**src/rtl/ghost_position_tracker_pkg.sv**
```systemverilog
// Shared playfield geometry, spawn points and FSM encoding for the ghost position tracker.
package ghost_position_tracker_pkg;

  localparam int unsigned WIDTH        = 640;
  localparam int unsigned HEIGHT       = 480;
  localparam int unsigned TILE_SIZE    = 20;
  localparam int unsigned TILE_ROW_NUM = HEIGHT / TILE_SIZE;
  localparam int unsigned TILE_COL_NUM = WIDTH / TILE_SIZE;
  localparam int unsigned NUM_TILES    = TILE_ROW_NUM * TILE_COL_NUM;

  localparam int unsigned X_W        = $clog2(WIDTH);
  localparam int unsigned Y_W        = $clog2(HEIGHT);
  localparam int unsigned TILE_IDX_W = $clog2(NUM_TILES);

  localparam int unsigned GHOST1_SPAWN_POINT_X = 300;
  localparam int unsigned GHOST1_SPAWN_POINT_Y = 200;

  typedef enum logic [1:0] {
    DIR_UP    = 2'd0,
    DIR_DOWN  = 2'd1,
    DIR_LEFT  = 2'd2,
    DIR_RIGHT = 2'd3
  } dir_e;

  typedef struct packed {
    logic [X_W-1:0] x;
    logic [Y_W-1:0] y;
  } pos_t;

  localparam logic [1:0] ST_SETTLE = 2'd0;
  localparam logic [1:0] ST_SAMPLE = 2'd1;
  localparam logic [1:0] ST_CHECK  = 2'd2;
  localparam logic [1:0] ST_MOVE   = 2'd3;

endpackage

```
**src/rtl/ghost_position_tracker_pixel_tick_divider.sv**
```systemverilog
// Free-running clock divider producing one tick every PIXEL_DIV cycles of run; holds while run is low.
module pixel_tick_divider #(
  parameter int unsigned PIXEL_DIV = 250000
) (
  input  logic clk,
  input  logic reset,
  input  logic run,
  output logic tick
);

  localparam int unsigned CNT_W = (PIXEL_DIV > 1) ? $clog2(PIXEL_DIV) : 1;
  localparam logic [CNT_W-1:0] CNT_LAST = CNT_W'(PIXEL_DIV - 1);

  logic [CNT_W-1:0] cnt_q;

  always_ff @(posedge clk or negedge reset) begin
    if (!reset) begin
      cnt_q <= '0;
    end else if (run) begin
      cnt_q <= (cnt_q == CNT_LAST) ? '0 : cnt_q + CNT_W'(1);
    end
  end

  // Combinational so the consumer updates on the same edge the count wraps.
  assign tick = run && (cnt_q == CNT_LAST);

endmodule

```
**src/rtl/ghost_position_tracker.sv**
```systemverilog
// Latches a ghost controller proposal, validates it against the wall map, then
// walks the committed position one pixel per divider tick toward the target.
module ghost_position_tracker
  import ghost_position_tracker_pkg::*;
#(
  parameter int unsigned SPAWN_X   = GHOST1_SPAWN_POINT_X,
  parameter int unsigned SPAWN_Y   = GHOST1_SPAWN_POINT_Y,
  parameter int unsigned SPEED     = TILE_SIZE,
  parameter int unsigned PIXEL_DIV = 250000
) (
  input  logic                 clk,
  input  logic                 reset,
  input  logic                 enable,
  input  logic [X_W-1:0]       next_x,
  input  logic [Y_W-1:0]       next_y,
  input  logic [NUM_TILES-1:0] tilemap_walls,
  output logic [X_W-1:0]       x,
  output logic [Y_W-1:0]       y,
  output logic                 moving,
  output logic                 step_done,
  output logic                 blocked
);

  localparam int unsigned SETTLE_CYCLES = 2;
  localparam int unsigned SETTLE_W      = $clog2(SETTLE_CYCLES);
  localparam logic [SETTLE_W-1:0] SETTLE_LAST = SETTLE_W'(SETTLE_CYCLES - 1);

  localparam logic [X_W-1:0] SPEED_X  = X_W'(SPEED);
  localparam logic [Y_W-1:0] SPEED_Y  = Y_W'(SPEED);
  localparam logic [X_W-1:0] WIDTH_X  = X_W'(WIDTH);
  localparam logic [Y_W-1:0] HEIGHT_Y = Y_W'(HEIGHT);

  logic [1:0]          state_q, state_d;
  logic [SETTLE_W-1:0] settle_q, settle_d;
  pos_t                tgt_q, tgt_d;
  logic [X_W-1:0]      x_d;
  logic [Y_W-1:0]      y_d;
  logic                moving_d, step_done_d, blocked_d;

  logic                  tick;
  logic                  dx_ne, dy_ne, in_bounds, aligned, wall_hit, legal;
  logic [X_W-1:0]        dist_x;
  logic [Y_W-1:0]        dist_y;
  logic [TILE_IDX_W-1:0] tile_idx;

  pixel_tick_divider #(
    .PIXEL_DIV(PIXEL_DIV)
  ) u_pixel_tick_divider (
    .clk  (clk),
    .reset(reset),
    .run  ((state_q == ST_MOVE) && enable),
    .tick (tick)
  );

  // Legality of the latched target against the committed position and wall map.
  always_comb begin
    dx_ne     = (tgt_q.x != x);
    dy_ne     = (tgt_q.y != y);
    dist_x    = (tgt_q.x > x) ? tgt_q.x - x : x - tgt_q.x;
    dist_y    = (tgt_q.y > y) ? tgt_q.y - y : y - tgt_q.y;
    in_bounds = (tgt_q.x < WIDTH_X) && (tgt_q.y < HEIGHT_Y);
    aligned   = ((tgt_q.x % SPEED_X) == '0) && ((tgt_q.y % SPEED_Y) == '0);
    tile_idx  = TILE_IDX_W'(tgt_q.y / SPEED_Y) * TILE_IDX_W'(TILE_COL_NUM)
              + TILE_IDX_W'(tgt_q.x / SPEED_X);
    wall_hit  = !in_bounds || tilemap_walls[tile_idx];
    legal     = (dx_ne ^ dy_ne)
              && (dx_ne ? (dist_x == SPEED_X) : (dist_y == SPEED_Y))
              && in_bounds && aligned && !wall_hit;
  end

  // Next-state and next-output logic.
  always_comb begin
    state_d     = state_q;
    settle_d    = settle_q;
    tgt_d       = tgt_q;
    x_d         = x;
    y_d         = y;
    moving_d    = 1'b0;
    step_done_d = 1'b0;
    blocked_d   = 1'b0;

    case (state_q)
      ST_SETTLE: begin
        if (settle_q != SETTLE_LAST) begin
          settle_d = settle_q + SETTLE_W'(1);
        end else if (enable) begin
          settle_d = '0;
          state_d  = ST_SAMPLE;
        end
      end
      ST_SAMPLE: begin
        tgt_d.x = next_x;
        tgt_d.y = next_y;
        state_d = ST_CHECK;
      end
      ST_CHECK: begin
        if (legal) begin
          moving_d = 1'b1;
          state_d  = ST_MOVE;
        end else begin
          blocked_d = 1'b1;
          state_d   = ST_SETTLE;
        end
      end
      ST_MOVE: begin
        moving_d = 1'b1;
        if (tick) begin
          if (x != tgt_q.x) x_d = (tgt_q.x > x) ? x + X_W'(1) : x - X_W'(1);
          if (y != tgt_q.y) y_d = (tgt_q.y > y) ? y + Y_W'(1) : y - Y_W'(1);
          if ((x_d == tgt_q.x) && (y_d == tgt_q.y)) begin
            moving_d    = 1'b0;
            step_done_d = 1'b1;
            state_d     = ST_SETTLE;
          end
        end
      end
      default: state_d = ST_SETTLE;
    endcase
  end

  always_ff @(posedge clk or negedge reset) begin
    if (!reset) begin
      state_q   <= ST_SETTLE;
      settle_q  <= '0;
      tgt_q     <= '0;
      x         <= X_W'(SPAWN_X);
      y         <= Y_W'(SPAWN_Y);
      moving    <= 1'b0;
      step_done <= 1'b0;
      blocked   <= 1'b0;
    end else begin
      state_q   <= state_d;
      settle_q  <= settle_d;
      tgt_q     <= tgt_d;
      x         <= x_d;
      y         <= y_d;
      moving    <= moving_d;
      step_done <= step_done_d;
      blocked   <= blocked_d;
    end
  end

endmodule

```
**config.mk**
```make
export PLATFORM = sky130hd
export DESIGN_NAME = ghost_position_tracker
export DESIGN_NICKNAME = d
export VERILOG_FILES = /design/src/rtl/ghost_position_tracker_pkg.sv /design/src/rtl/ghost_position_tracker_pixel_tick_divider.sv /design/src/rtl/ghost_position_tracker.sv
export SDC_FILE = /design/constraint.sdc
export NUM_CORES = 1
export LEC_CHECK = 0
export CAP_MARGIN = 20
export CORE_AREA = 3 3 316 318
export CTS_CLUSTER_DIAMETER = 60
export CTS_CLUSTER_SIZE = 24
export DETAILED_ROUTE_END_ITERATION = 8
export DIE_AREA = 0 0 319 321
export GPL_TIMING_DRIVEN = 0
export PLACE_DENSITY = 0.41
export SLEW_MARGIN = 20
export SYNTH_ARGS = -nofsm -noshare
export SYNTH_HDL_FRONTEND = slang
export SYNTH_SLANG_ARGS = --single-unit
```
**constraint.sdc**
```tcl
create_clock -name clk -period 6.5 [get_ports clk]
set_input_delay 1.95 -clock clk [delete_from_list [all_inputs] [get_ports clk]]
set_output_delay 1.95 -clock clk [all_outputs]
set_load 0.03 [all_outputs]
```
==> results of run 1 <==
per-stage QoR:
step                util (%)  instances
global route           25.22       4288
global placement       24.66       4247
CTS                    25.13       4270
detailed placement     24.81       4254
finish                 25.29       4316
floorplan                  -       2160
synth_stat cells, types with 15 or more instances:
library cell / instances / share of area (%)
a2111oi_0: 15 / 0.93
a211oi_1: 24 / 1.3
a21o_1: 16 / 0.85
a21oi_1: 132 / 4.7
a221oi_1: 55 / 3.4
a31oi_1: 45 / 2.0
a32oi_1: 17 / 1.1
and3_1: 44 / 1.9
buf_2: 65 / 2.3
buf_4: 24 / 1.3
clkbuf_1: 68 / 1.8
dfrtp_1: 55 / 9.7
ha_1: 54 / 4.8
inv_1: 57 / 1.5
mux2_2: 27 / 2.1
mux2i_1: 74 / 5.2
nand2_1: 491 / 13
nand2b_1: 17 / 0.75
nand3_1: 179 / 6.3
nand4_1: 35 / 1.5
nor2_1: 83 / 2.2
nor2b_1: 18 / 0.79
nor3_1: 37 / 1.3
nor4_1: 17 / 0.75
o211ai_1: 17 / 0.90
o21ai_0: 155 / 5.5
xnor2_1: 50 / 3.1
xor2_1: 15 / 0.93
cell families (layout without fill, tap and decap cells):
group	count (synthesis)	in the layout	synth area share, %
AO/OA/AOI/OAI	643	643	31.08
AND/OR/NAND/NOR	982	982	31.93
flip-flops	62	62	11.01
XOR/XNOR	65	65	4.018
adder cells (fa/ha/maj)	61	61	5.687
other	0	49	0
buffers and inverters	237	1068	7.920
multiplexers	110	110	8.353
final cells by class:
| class | count | area share, % |
|---|---|---|
| Sequential cell | 62 | 6.369 |
| Timing Repair Buffer | 818 | 33.51 |
| Inverter | 59 | 0.9041 |
| Buffer | 175 | 3.744 |
| Antenna cell | 49 | 0.5006 |
| Clock inverter | 7 | 0.2963 |
| Multi-Input combinational cell | 1861 | 47.24 |
| Clock buffer | 9 | 0.9194 |
| Tap cell | 1276 | 6.518 |
layer usage:
| metal | global-route usage [%] | wire, um | up-vias |
|---|---|---|---|
| met3 | 6.493 | 12620 | 184 |
| met5 | 0 | 120 | - |
| met1 | 37.64 | 66230 | 10700 |
| met4 | 8.924 | 4509 | 18 |
| met2 | 45.09 | 68650 | 1303 |
| li1 | - | - | 9739 |
state kept, by name (all words and copies together), names as in the netlist:
| name | count |
|---|---|
| moving | 1 |
| x | 10 |
| blocked | 1 |
| y | 9 |
| step_done | 1 |
| u_pixel_tick_divider.cnt_q | 18 |
| state_q | 2 |
| tgt_q | 19 |
| settle_q | 1 |
worst max-delay path by stage:
stage	from	endpoint	slack, ns	depth (start not counted)
6_report	tgt_q[17]	blocked	0.17	17
3_3_place_gp	tgt_q[13]	moving	-1.09	14
3_5_place_dp	y[6]	moving	-0.12	22
5_1_grt	tgt_q[18]	moving	0.01	16
2_1_floorplan	y[7]	state_q[0]	1.65	23
4_1_cts	tgt_q[18]	moving	0.06	17
==> impl_metrics.tcl, run 1 <==
set metrics [dict create \
    ant_nets 0 \
    avgSynthCellArea_um2 6.560 \
    grt_use_total_pct 28.24 \
    regToRegStartpoint "tgt_q[17]" \
    ctsHoldBuffers 0 \
    ys_seq_area_share_pct 11.01 \
    cpPeakStageDelay_ns 0.91 \
    syn_inst 2160 \
    worst_pin_slew_ns 1.301 \
    cp-end-kind "register" \
    fin_ws_ns 0.1697 \
    multi_input_area_um2 11570 \
    finClkSkew_ns 0.006333 \
    layout-drive-gt1-share_pct 7.589 \
    rows 114 \
    cts_buffer_depth 2 \
    fp.dieH_um 321 \
    r2r_cells 17 \
    arrival_ns 6.56 \
    fmax_mhz 158.0 \
    synth_edf_count 0 \
    critical-path-top-delay-family "simple AND/OR/NAND/NOR gates" \
    final_cell_area_um2 24500 \
    root_buffer "clkbuf_16" \
    place_ws_ns -0.1156 \
    clkTransAtPathRegs_ns 0.06 \
    final-hold-violation-count 0 \
    worstHoldStart "u_pixel_tick_divider.cnt_q[9]" \
    regToRegEndpoint "blocked" \
    place_area_um2 24030 \
    path_class "reg -> reg" \
    fillers 10980 \
    relSlewSlack_pct 11.05 \
    rsz0062_at_grt "false" \
    grt_start_max_net_pins 33 \
    ys_ff_latch 62 \
    finalWeightedCongestion 0.9435 \
    coreArea_um2 96850 \
    register_area_um2 1560 \
    maxCapViolations 0 \
    start_kind "register" \
    final_cell_mix "clkdlybuf4s50_1, nand2_1, nand3_1" \
    finalWirelength_mm 152.1 \
    hold_end "u_pixel_tick_divider.cnt_q[9]" \
    ys.warnings.count 0 \
    synthFlopType "dfrtp_1" \
    cts_tree "yes" \
    area_delta_synth_final_pct 72.87 \
    clkLatencyLatePin_ns 0.35 \
    drc 0 \
    port_buffers 811 \
    drt_iter0_drc 2159 \
    hold_ws_ns 0.4875 \
    detail_route.wl_per_cell_um 35.25 \
    syn_area_um2 14170 \
    min_period_ns 6.330 \
    drt-pass1-iter-count 9 \
    required_ns 6.73 \
    initial_utilization_pct 14.63 \
    fin_tns_setup_ns 0 \
    r2r_setup_slack_ns 0.17 \
    place_hpwl_mm 126.5 \
    hp-class "reg -> reg" \
    grt_pass1_vias 21280 \
    antenna_found_initial 71 \
    slew_viol_final 0 \
    finalCritPeriodShare_pct 97.39 \
    synth_nets 3010 \
    grt_overflow_total 0 \
    synth.distinct_cells 102 \
    cts_setup_buffers 0 \
    cts_max_level 3 \
    mostFrequentLayoutCell "clkdlybuf4s50_1" \
    ctsResizeCount 2 \
    cts_sinks 62 \
    setup_viol 0 \
    outcome "finished, final reports clean" \
    hold_path_depth 1 \
    worst-path-buf-inv 3 \
    cp_max_fo 10 \
    num-nets-final 3836 \
    vias 21950 \
    cp_cell_sequence "buf_2, and3b_1, a221oi_1, a32oi_2, or3_1, buf_4, nor2_1, nor2_1, buf_2, and3_1, a21oi_1, a21oi_1, a211oi_1, a2111oi_0, o41ai_2, nand3_1, and2_1" \
    ioPinCount 812 \
    crit_slowest_cell "nor2_1" \
    die_x_um 319 \
    numCtsBuffers 9 \
    grt_pass1_wl_mm 197.0 \
    async_flop_share_pct 100.0 \
    dieArea_um2 102400 \
    viasPerCell 5.085 \
]
Power of run 1 is not shown: default switching activity piles up to over one toggle a cycle in this logic, so the estimate is an artifact.
==> run 2, diff against run 1 <==
Settings changed: CAP_MARGIN 20 to unset.
==> results of run 2 <==
The final DEF is identical to that of run 1; final timing and power are the same.
Power of run 2 is left out for the same reason.
